<file path="src/rtl/debounce_pkg.sv">
// debounce_pkg: state encoding and default sizing shared by the debounce timer
// and the button FSM instances that sit beside it.
package debounce_pkg;

    // 1 ms ticks at 50 MHz, hold periods up to 255 ticks
    localparam int unsigned DEF_PRESCALE = 50000;
    localparam int unsigned DEF_PERIOD_W = 8;

    // Timer FSM encoding
    localparam logic [1:0] ST_IDLE = 2'b00;
    localparam logic [1:0] ST_RUN  = 2'b01;
    localparam logic [1:0] ST_DONE = 2'b10;

    // Counter width for a modulo-n prescaler; never narrower than one bit so a
    // divide-by-one prescaler still elaborates.
    function automatic int unsigned ps_width(input int unsigned n);
        return (n > 1) ? $clog2(n) : 1;
    endfunction

endpackage

</file>
<file path="src/rtl/tick_gen.sv">
// tick_gen: free-running modulo-PRESCALE prescaler with a synchronous clear.
// tick is high for the single cycle in which the count wraps back to zero, so
// with clr low the first tick after a clear lands PRESCALE edges later.
module tick_gen
    import debounce_pkg::*;
#(
    parameter int unsigned PRESCALE = DEF_PRESCALE
) (
    input  logic clk,
    input  logic reset_n,
    input  logic clr,
    output logic tick
);

    localparam int unsigned         CNT_W = ps_width(PRESCALE);
    localparam logic [CNT_W-1:0]    LAST  = CNT_W'(PRESCALE - 1);
    localparam logic [CNT_W-1:0]    ONE   = CNT_W'(1);

    logic [CNT_W-1:0] cnt_q;
    logic [CNT_W-1:0] cnt_d;
    logic             wrap;

    // Next prescaler count: cleared while clr is high, otherwise counts 0..LAST.
    always_comb begin
        wrap  = !clr && (cnt_q == LAST);
        cnt_d = cnt_q + ONE;
        if (clr || wrap) begin
            cnt_d = '0;
        end
    end

    assign tick = wrap;

    // Prescaler register.
    always_ff @(posedge clk or negedge reset_n) begin
        if (!reset_n) begin
            cnt_q <= '0;
        end else begin
            cnt_q <= cnt_d;
        end
    end

endmodule

</file>
<file path="src/rtl/debounce_timer.sv">
// debounce_timer: hold-time responder for one push-button debounce FSM.
// The button FSM drops time_clr to start a run; after PRESCALE*max(period,1)
// clock edges time_done rises and stays high until time_clr returns high.
// Optional feature macro: DEBOUNCE_TIMER_ELAPSED_EN adds the elapsed output.
//
//   state   | meaning
//   --------+-----------------------------------------------------------
//   IDLE    | time_clr high (or just finished); counters held at zero
//   RUN     | counting prescaled ticks toward the latched period P
//   DONE    | P ticks elapsed; time_done held until time_clr goes high
module debounce_timer
    import debounce_pkg::*;
#(
    parameter int unsigned PRESCALE = DEF_PRESCALE,
    parameter int unsigned PERIOD_W = DEF_PERIOD_W
) (
    input  logic                clk,
    input  logic                reset_n,
    input  logic                time_clr,
    input  logic [PERIOD_W-1:0] period,
    output logic                time_done,
    output logic                time_busy
`ifdef DEBOUNCE_TIMER_ELAPSED_EN
    ,
    output logic [PERIOD_W-1:0] elapsed
`endif
);

    localparam logic [PERIOD_W-1:0] ONE_P = PERIOD_W'(1);

    logic [1:0]          state_q,    state_d;
    logic [PERIOD_W-1:0] period_q,   period_d;
    logic [PERIOD_W-1:0] tick_cnt_q, tick_cnt_d;
    logic                done_q,     done_d;
    logic                busy_q,     busy_d;
    logic [PERIOD_W-1:0] tick_inc;
    logic                presc_clr;
    logic                tick;

    // The prescaler only runs in RUN with time_clr low, so every run starts
    // from a zero prescaler and an abort leaves it cleared.
    assign presc_clr = (state_q != ST_RUN) || time_clr;

    tick_gen #(
        .PRESCALE (PRESCALE)
    ) u_tick_gen (
        .clk     (clk),
        .reset_n (reset_n),
        .clr     (presc_clr),
        .tick    (tick)
    );

    assign tick_inc = tick_cnt_q + ONE_P;

    // FSM next state, period latch and tick counter; an abort on a wrap edge
    // takes priority because time_clr is tested before the tick.
    always_comb begin
        state_d    = state_q;
        period_d   = period_q;
        tick_cnt_d = tick_cnt_q;
        case (state_q)
            ST_IDLE: begin
                tick_cnt_d = '0;
                if (!time_clr) begin
                    state_d  = ST_RUN;
                    period_d = (period == '0) ? ONE_P : period;
                end
            end
            ST_RUN: begin
                if (time_clr) begin
                    state_d    = ST_IDLE;
                    tick_cnt_d = '0;
                end else if (tick) begin
                    tick_cnt_d = tick_inc;
                    if (tick_inc == period_q) begin
                        state_d = ST_DONE;
                    end
                end
            end
            ST_DONE: begin
                if (time_clr) begin
                    state_d    = ST_IDLE;
                    tick_cnt_d = '0;
                end
            end
            default: begin
                state_d    = ST_IDLE;
                tick_cnt_d = '0;
            end
        endcase
        done_d = (state_d == ST_DONE);
        busy_d = (state_d == ST_RUN);
    end

    // State, period latch, tick counter and registered status outputs.
    always_ff @(posedge clk or negedge reset_n) begin
        if (!reset_n) begin
            state_q    <= ST_IDLE;
            period_q   <= ONE_P;
            tick_cnt_q <= '0;
            done_q     <= 1'b0;
            busy_q     <= 1'b0;
        end else begin
            state_q    <= state_d;
            period_q   <= period_d;
            tick_cnt_q <= tick_cnt_d;
            done_q     <= done_d;
            busy_q     <= busy_d;
        end
    end

    assign time_done = done_q;
    assign time_busy = busy_q;

`ifdef DEBOUNCE_TIMER_ELAPSED_EN
    // The tick counter already reads 0 in IDLE, the live count in RUN and P in DONE.
    assign elapsed = tick_cnt_q;
`endif

endmodule
</file>
<file path="config.mk">
export PLATFORM = sky130hd
export DESIGN_NAME = debounce_timer
export DESIGN_NICKNAME = d
export VERILOG_FILES = /design/src/rtl/debounce_pkg.sv /design/src/rtl/tick_gen.sv /design/src/rtl/debounce_timer.sv
export SDC_FILE = /design/constraint.sdc
export NUM_CORES = 1
export LEC_CHECK = 0
export BUFFER_PORTS_ARGS = -buffer_cell sky130_fd_sc_hd__clkbuf_2
export CAP_MARGIN = 20
export CELL_PAD_IN_SITES_DETAIL_PLACEMENT = 1
export CELL_PAD_IN_SITES_GLOBAL_PLACEMENT = 1
export CORE_ASPECT_RATIO = 0.5
export CORE_MARGIN = 8
export CORE_UTILIZATION = 47
export CTS_CLUSTER_DIAMETER = 30
export DETAILED_ROUTE_END_ITERATION = 12
export PLACE_DENSITY_LB_ADDON = 0.1
export SLEW_MARGIN = 5
export SYNTH_ARGS = -nofsm -noshare
export SYNTH_HDL_FRONTEND = slang
export SYNTH_SLANG_ARGS = --single-unit
</file>
<file path="constraint.sdc">
create_clock -name clk -period 2.03 [get_ports clk]
set_input_delay 0.406 -clock clk [delete_from_list [all_inputs] [get_ports clk]]
set_output_delay 0.406 -clock clk [all_outputs]
set_load 0.005 [all_outputs]
</file>
==> impl_metrics.csv, run 1 <==
group,metric,value,unit
status,run_status,"complete, no violations",
floorplanning,fp.coreArea,3844,um^2
routing,final_antenna_net_count,0,
clocking,post_cts_resize_count,0,
floorplanning,die-area,6343,um^2
sta,totalNegativeSetupSlack,0,ns
setup_path,timing.critical_path.cells,"nand2b_1 > or2_0 > a311oi_1 > o21ai_1 > o31a_1",
clocking,cts_tree,"built",
synthesis,async_set_or_reset_flop_fraction_in_the_synthesized_netlist,1.000,
power_and_ir_drop,ir_worst_vdd,0.0004172,V
sta,grt_setup_unrepaired,"false",
floorplanning,initial_core_util,0.4834,
clocking,root_buffer,"sky130_fd_sc_hd__clkbuf_8",
power_and_ir_drop,seq_power_share,0.508,
routing,route.detailed.vias_per_inst,5.406,
clocking,cts_inserted_buffers,5,
final_layout,stdcell_count,254,
synthesis,yosysMostFrequentCell,"sky130_fd_sc_hd__dfrtp_1",
synthesis,most_used_standard_cells_in_the_synthesized_netlist,"sky130_fd_sc_hd__dfrtp_1, sky130_fd_sc_hd__nor2_1, sky130_fd_sc_hd__nand2_1",
synthesis,synth.area.top_cells,"sky130_fd_sc_hd__dfrtp_1, sky130_fd_sc_hd__xor2_1, sky130_fd_sc_hd__xnor2_1",
synthesis,synth.top_cell.area_share,0.4714,
place,post-place-ws,0.1496,ns
sta,slew-limit-headroom,0.6950,
place,final_weighted_congestion_in_routability_driven_placement,0.8139,
routing,route.detailed.wl_per_inst,15.76,um
setup_path,timing_worst_setup_path_type,"flop to flop",
power_and_ir_drop,switching_share,0.2262,
sta,highest_achievable_clock_rate,541.2,MHz
synthesis,synth_enable_flop_cells,0,
clocking,htree_levels,2,
clocking,post_cts_buffers,0,
flow_run,maxCapViolations,0,
synthesis,synth_xor_xnor_area_share,0.1084,
floorplanning,core.rowCount,16,
final_layout,antenna_diode_count,0,
power_and_ir_drop,power.total,1511,uW
synthesis,syn_inst,180,
routing,drt_wl_total,4.004,mm
sta,setup_ws,0.1822,ns
routing,drt_first_pass_iters,4,
power_and_ir_drop,total_switching_power,341.9,uW
clocking,ctsLongestPathBuffers,2,
setup_path,setup.reg_to_reg.worst_slack,0.18,ns
synthesis,synth_ff_type,"sky130_fd_sc_hd__dfrtp_1",
grt,grt_overflow_total,0,
grt,grt_first_pass_wirelength,7.238,mm
synthesis,synth-adder-area-share,0.01347,
sta,report.final.slew_viol_count,0,
synthesis,synth_seq_cells,36,
sta,whs,0.1479,ns
final_layout,drive_gt1_frac,0.2000,
clocking,clock-sinks,36,
setup_path,critical_path_required,2.20,ns
synthesis,synth-simple-area-share,0.2195,
power_and_ir_drop,power_frac_clock,0.409,
setup_path,worst_path_max_stage_delay,0.43,ns
setup_path,critPathLaunchType,"flop",
grt,grt_antenna_before_repair,0,
grt,grt.total_usage,0.1438,
power_and_ir_drop,total_leakage_power,0.0009101,uW
setup_path,critical_path.top_delay_family,"compound AO/OA/AOI/OAI gates",
place,place.port_buffers,12,
sta,worst_slew_pin_slew,0.4575,ns
synthesis,synthMuxAreaShare,0.05051,
synthesis,synth_area_in_compound_gates,0.09158,
setup_path,crit_arrival,2.01,ns
sta,fin_hold_viols,0,
setup_path,critical_path.max_fanout,4,
grt,grt_max_degree,37,
synthesis,synth_top_family_by_area,"simple AND/OR/NAND/NOR gates",
clocking,clk_transition_reported_paths,0.07,ns
place,placed_cells_incl_taps,246,
setup_path,crit_slowest_cell,"sky130_fd_sc_hd__a311oi_1",
routing,drt_drc,0,
hold_path,hp-class,"primary input to asynchronous set/reset pin",
setup_path,reg2reg_from,"period_q[2]",
setup_path,cp.buffers_inverters,0,
sta,worst_setup_skew_after_layout,0.006176,ns
final_layout,syn_to_final_growth,12.19,%
floorplanning,num_io_pins,13,
synthesis,syn_nets,193,
setup_path,cp-end-kind,"flop",
power_and_ir_drop,share_comb_of_total_power,0.082,
setup_path,crit_path_start,"period_q[2]",
synthesis,synth_cell_types,40,
sta,fin_crit_sh,0.9103,
floorplanning,die_width,104.9,um
power_and_ir_drop,cell_internal_pwr,1170,uW
routing,drt-initial-drc-count,29,
floorplanning,dieHeight,60.46,um
clocking,postCtsHoldBufs,0,
sta,setup_viol,0,
setup_path,ff2ff_path_depth,5,
grt,vias_in_the_first_global_route,1454,
routing,via_count,1373,
place,dp_hpwl,3.010,mm
synthesis,synth_sequential_area_ratio,0.4855,
synthesis,syn_area,1858,um^2
power_and_ir_drop,power.density_cell_area,725.1,nW/um^2
setup_path,regToRegEndpoint,"state_q[0]",
synthesis,syn_avg_cell_area,10.32,um^2
setup_path,endpoint,"state_q[0]",
clocking,insertion_delay,0.28,ns
synthesis,yosys_warnings,0,
synthesis,synth_area_leader_cell,"sky130_fd_sc_hd__dfrtp_1",
setup_path,timing.critical_path.depth,5,
sta,final_period_minus_worst_setup_slack,1.848,ns
final_layout,nets,212,
[sequential cells by signal, indices dropped and copies added, names as in the netlist]
| name | cells |
|---|---|
| period_q | 8 |
| tick_cnt_q | 8 |
| time_done | 1 |
| state_q | 2 |
| time_busy | 1 |
| u_tick_gen.cnt_q | 16 |
[power groups by stage]
stage               combinational (uW)  clock [uW]  sequential, uW
floorplan                         81.0           0             774
finish                             125         619             768
CTS                                127         634             769
global route                       143         660             771
detailed placement                 127           0             783
global placement                   122           0             782
[how the worst min path moves through the flow]
stage	endpoint	start	slack, ns	cells past startpoint
finish	u_tick_gen.cnt_q[14]	reset_n	0.15	2
global route	u_tick_gen.cnt_q[14]	reset_n	0.18	2
CTS	u_tick_gen.cnt_q[14]	reset_n	0.17	2
detailed placement	u_tick_gen.cnt_q[14]	reset_n	0.48	2
global placement	u_tick_gen.cnt_q[0]	u_tick_gen.cnt_q[0]	0.43	1
floorplan	period_q[1]	reset_n	0.11	0
[kinds of logic (layout without fill, tap and decap cells)]
| family | Yosys count | after routing |
|---|---|---|
| fa+ha+maj | 2 | 2 |
| simple gates | 76 | 76 |
| flops | 36 | 36 |
| xor+xnor | 23 | 23 |
| buf+inv | 7 | 27 |
| mux | 8 | 8 |
| compound gates | 28 | 28 |
[layout make-up]
class | count | area [um^2]
clock buffers | 6 | 72.57
clock inverters | 2 | 35.03
fillers | 435 | 1759
inverters | 2 | 7.507
multi-input cells | 137 | 900.9
flip-flops and latches | 36 | 903.4
well taps | 54 | 67.56
repair buffers | 17 | 97.59
[through the flow]
stage                     cell area, um^2    util
after floorplan                      1858       -
after global placement               1973  0.5133
after detailed placement             1973  0.5133
after CTS                            2081  0.5413
after global routing                 2085  0.5423
final                                2085  0.5423
[worst register-to-register path, delay by kind of cell (launching register included)]
| kind | cells | cell delay, ns |
|---|---|---|
| compound gates | 3 | 0.93 |
| simple gates | 2 | 0.39 |
| flops | 1 | 0.42 |
[cells in the final DEF, fill, tap and decap left out, types with 3 or more instances in the layout]
cell type / instances
sky130_fd_sc_hd__xnor2_1: 11
sky130_fd_sc_hd__clkbuf_2: 12
sky130_fd_sc_hd__clkbuf_8: 5
sky130_fd_sc_hd__dfrtp_1: 34
sky130_fd_sc_hd__nor3_1: 4
sky130_fd_sc_hd__mux2_2: 7
sky130_fd_sc_hd__nand3_1: 6
sky130_fd_sc_hd__a31oi_1: 4
sky130_fd_sc_hd__o21ai_0: 6
sky130_fd_sc_hd__nand2_1: 16
sky130_fd_sc_hd__a21oi_1: 11
sky130_fd_sc_hd__xor2_1: 12
sky130_fd_sc_hd__nand4_1: 5
sky130_fd_sc_hd__and3_1: 6
sky130_fd_sc_hd__nor2_1: 19
sky130_fd_sc_hd__and4_1: 3
sky130_fd_sc_hd__buf_4: 5
[metal layers]
metal | wire [um] | track usage | vias up
li1 | - | - | 671
met1 | 2019 | 0.1845 | 671
met2 | 1779 | 0.2343 | 26
met3 | 172 | 0.04343 | 5
met4 | 33 | 0.03815 | 0
met5 | 0 | 0 | -
Power figures use the tool's default switching activity.
==> inputs of run 2 (changes only) <==
--- a/config.mk
+++ b/config.mk
@@ -10,7 +10,6 @@
 export CELL_PAD_IN_SITES_DETAIL_PLACEMENT = 1
 export CELL_PAD_IN_SITES_GLOBAL_PLACEMENT = 1
 export CORE_ASPECT_RATIO = 0.5
-export CORE_MARGIN = 8
 export CORE_UTILIZATION = 47
 export CTS_CLUSTER_DIAMETER = 30
 export DETAILED_ROUTE_END_ITERATION = 12
==> run 2 against run 1 <==
  * Global-route usage is 8.0 points higher
  * Cell count down 1.2%
  * Combinational power about the same
  * Count of clock-buffer cells in the layout up 2
  * Hold slack got worse by 0.0080 ns
  * Flip-flop and latch count is the same
  * First-iteration DRC count fell by 6.9%
  * Non-clock buffer count unchanged
  * Register-to-register slack lost 0.04 ns
  * Sequential power is essentially flat
  * Clock skew grew 0.0015 ns
==> impl_metrics.csv, run 2 (same netlist as run 1, synthesis figures left out) <==
group,metric,value,unit
status,run_status,"complete, no violations",
sta,final_period_minus_worst_setup_slack,1.886,ns
setup_path,regToRegEndpoint,"state_q[0]",
floorplanning,initial_core_util,0.5156,
place,dp_hpwl,3.010,mm
setup_path,crit_slowest_cell,"sky130_fd_sc_hd__dfrtp_1",
grt,grt_first_pass_wirelength,6.858,mm
sta,worst_setup_skew_after_layout,0.007642,ns
routing,drt_drc,0,
sta,fin_hold_viols,0,
setup_path,worst_path_max_stage_delay,0.45,ns
routing,drt_wl_total,4.169,mm
clocking,ctsLongestPathBuffers,2,
final_layout,layout_common_cells,"sky130_fd_sc_hd__dfrtp_1, sky130_fd_sc_hd__nor2_1, sky130_fd_sc_hd__nand2_1",
grt,grt_max_degree,37,
floorplanning,num_io_pins,13,
sta,fin_crit_sh,0.9289,
clocking,cts_inserted_buffers,5,
grt,grt.total_usage,0.2238,
final_layout,regMostFlops,"u_tick_gen.cnt_q",
hold_path,hp-class,"primary input to asynchronous set/reset pin",
place,place.port_buffers,12,
setup_path,timing_worst_setup_path_type,"flop to flop",
clocking,root_buffer,"sky130_fd_sc_hd__clkbuf_8",
floorplanning,dieHeight,46.46,um
sta,grt_setup_unrepaired,"false",
setup_path,critical_path_required,2.20,ns
sta,worst_slew_pin_slew,0.4626,ns
final_layout,registers_with_the_most_flip_flops,"u_tick_gen.cnt_q (16), period_q (8), tick_cnt_q (8)",
setup_path,cell_type_with_the_highest_occurrence_count_on_the_critical_path,"sky130_fd_sc_hd__and3_1",
setup_path,timing.critical_path.cells,"ha_1 > and3_1 > and3_1 > xnor2_1 > nand3_1 > o31a_1",
power_and_ir_drop,total_leakage_power,0.0009052,uW
sta,totalNegativeSetupSlack,0,ns
final_layout,filler_cell_count,420,
routing,via_count,1419,
sta,setup_ws,0.1444,ns
final_layout,postLayoutCoreUtil,0.5715,
clocking,cts_tree,"built",
setup_path,cp.buffers_inverters,0,
place,final_weighted_congestion_in_routability_driven_placement,0.7921,
routing,route.detailed.vias_per_inst,5.653,
routing,drt_first_pass_iters,4,
setup_path,ff2ff_path_depth,6,
routing,final_antenna_net_count,0,
setup_path,cp-end-kind,"flop",
clocking,post_cts_buffers,0,
sta,report.final.slew_viol_count,0,
setup_path,crit_arrival,2.06,ns
sta,slew-limit-headroom,0.6916,
clocking,postCtsHoldBufs,0,
final_layout,nets,212,
flow_run,maxCapViolations,0,
clocking,clk_transition_reported_paths,0.07,ns
final_layout,final_common_cell,"sky130_fd_sc_hd__dfrtp_1",
floorplanning,die_width,90.92,um
floorplanning,core.rowCount,15,
power_and_ir_drop,power.density_cell_area,693.0,nW/um^2
clocking,clock-sinks,36,
setup_path,critical_path.top_delay_family,"simple AND/OR/NAND/NOR gates",
place,post-place-ws,0.1711,ns
clocking,post_cts_resize_count,0,
final_layout,syn_to_final_growth,10.84,%
sta,highest_achievable_clock_rate,530.3,MHz
setup_path,critical_path.max_fanout,5,
clocking,insertion_delay,0.29,ns
sta,setup_viol,0,
setup_path,critPathLaunchType,"flop",
final_layout,largest_register_ffs,16,
clocking,htree_levels,2,
floorplanning,die-area,4224,um^2
routing,drt-initial-drc-count,27,
setup_path,reg2reg_from,"tick_cnt_q[0]",
final_layout,drive_gt1_frac,0.1850,
grt,grt_antenna_before_repair,0,
floorplanning,fp.coreArea,3603,um^2
routing,route.detailed.wl_per_inst,16.61,um
grt,vias_in_the_first_global_route,1403,
setup_path,setup.reg_to_reg.worst_slack,0.14,ns
final_layout,antenna_diode_count,0,
power_and_ir_drop,ir_worst_vdd,0.0003392,V
power_and_ir_drop,power.total,1427,uW
grt,grt_overflow_total,0,
## run 2: worst reg2reg max path, delay by kind of cell (launching register included)
family,cells,cell delay (ns)
adder cells (fa/ha/maj),1,0.26
AND/OR/NAND/NOR,3,0.63
XOR/XNOR,1,0.13
flip-flops,1,0.45
AO/OA/AOI/OAI,1,0.30
## run 2: how the worst max path moves through the flow
stage / depth (start not counted) / slack (ns) / endpoint / start
final: 6 / 0.14 / state_q[0] / tick_cnt_q[0]
after CTS: 6 / 0.15 / state_q[0] / tick_cnt_q[0]
after global placement: 6 / 0.25 / time_busy / tick_cnt_q[0]
after detailed placement: 6 / 0.17 / state_q[0] / tick_cnt_q[0]
after global routing: 6 / 0.03 / time_busy / tick_cnt_q[0]
after floorplan: 7 / 0.30 / tick_cnt_q[0] / u_tick_gen.cnt_q[0]
## run 2: through the flow
step,hold slack [ns],area [um^2],cells
floorplan,0.1104,1858,180
global placement,0.4395,1969,243
detailed placement,0.4592,1969,243
CTS,0.1616,2059,251
global route,0.1880,2059,251
finish,0.1399,2059,251
## run 2: area by class of cell
class                      count  area (um^2)  share of cell area
timing repair buffer          17        97.59             0.04739
inverter                       2        7.507            0.003645
tap                           51        63.81             0.03098
clock buffer                   8        90.09             0.04374
multi-input combinational    137        898.4              0.4362
sequential                    36        902.1              0.4380
## run 2: layer usage
metal | wire (um) | up-vias | track usage
li1 | - | 677 | -
met1 | 1989 | 721 | 0.2739
met2 | 2029 | 12 | 0.3955
met3 | 103 | 9 | 0.06106
met4 | 46 | 0 | 0.08254
met5 | 0 | - | 0
## run 2: power breakdown
part           switching, uW  leakage, uW  internal, uW
clock                    254    0.0000455           277
sequential              21.9     0.000478           746
combinational           69.1     0.000382          59.3
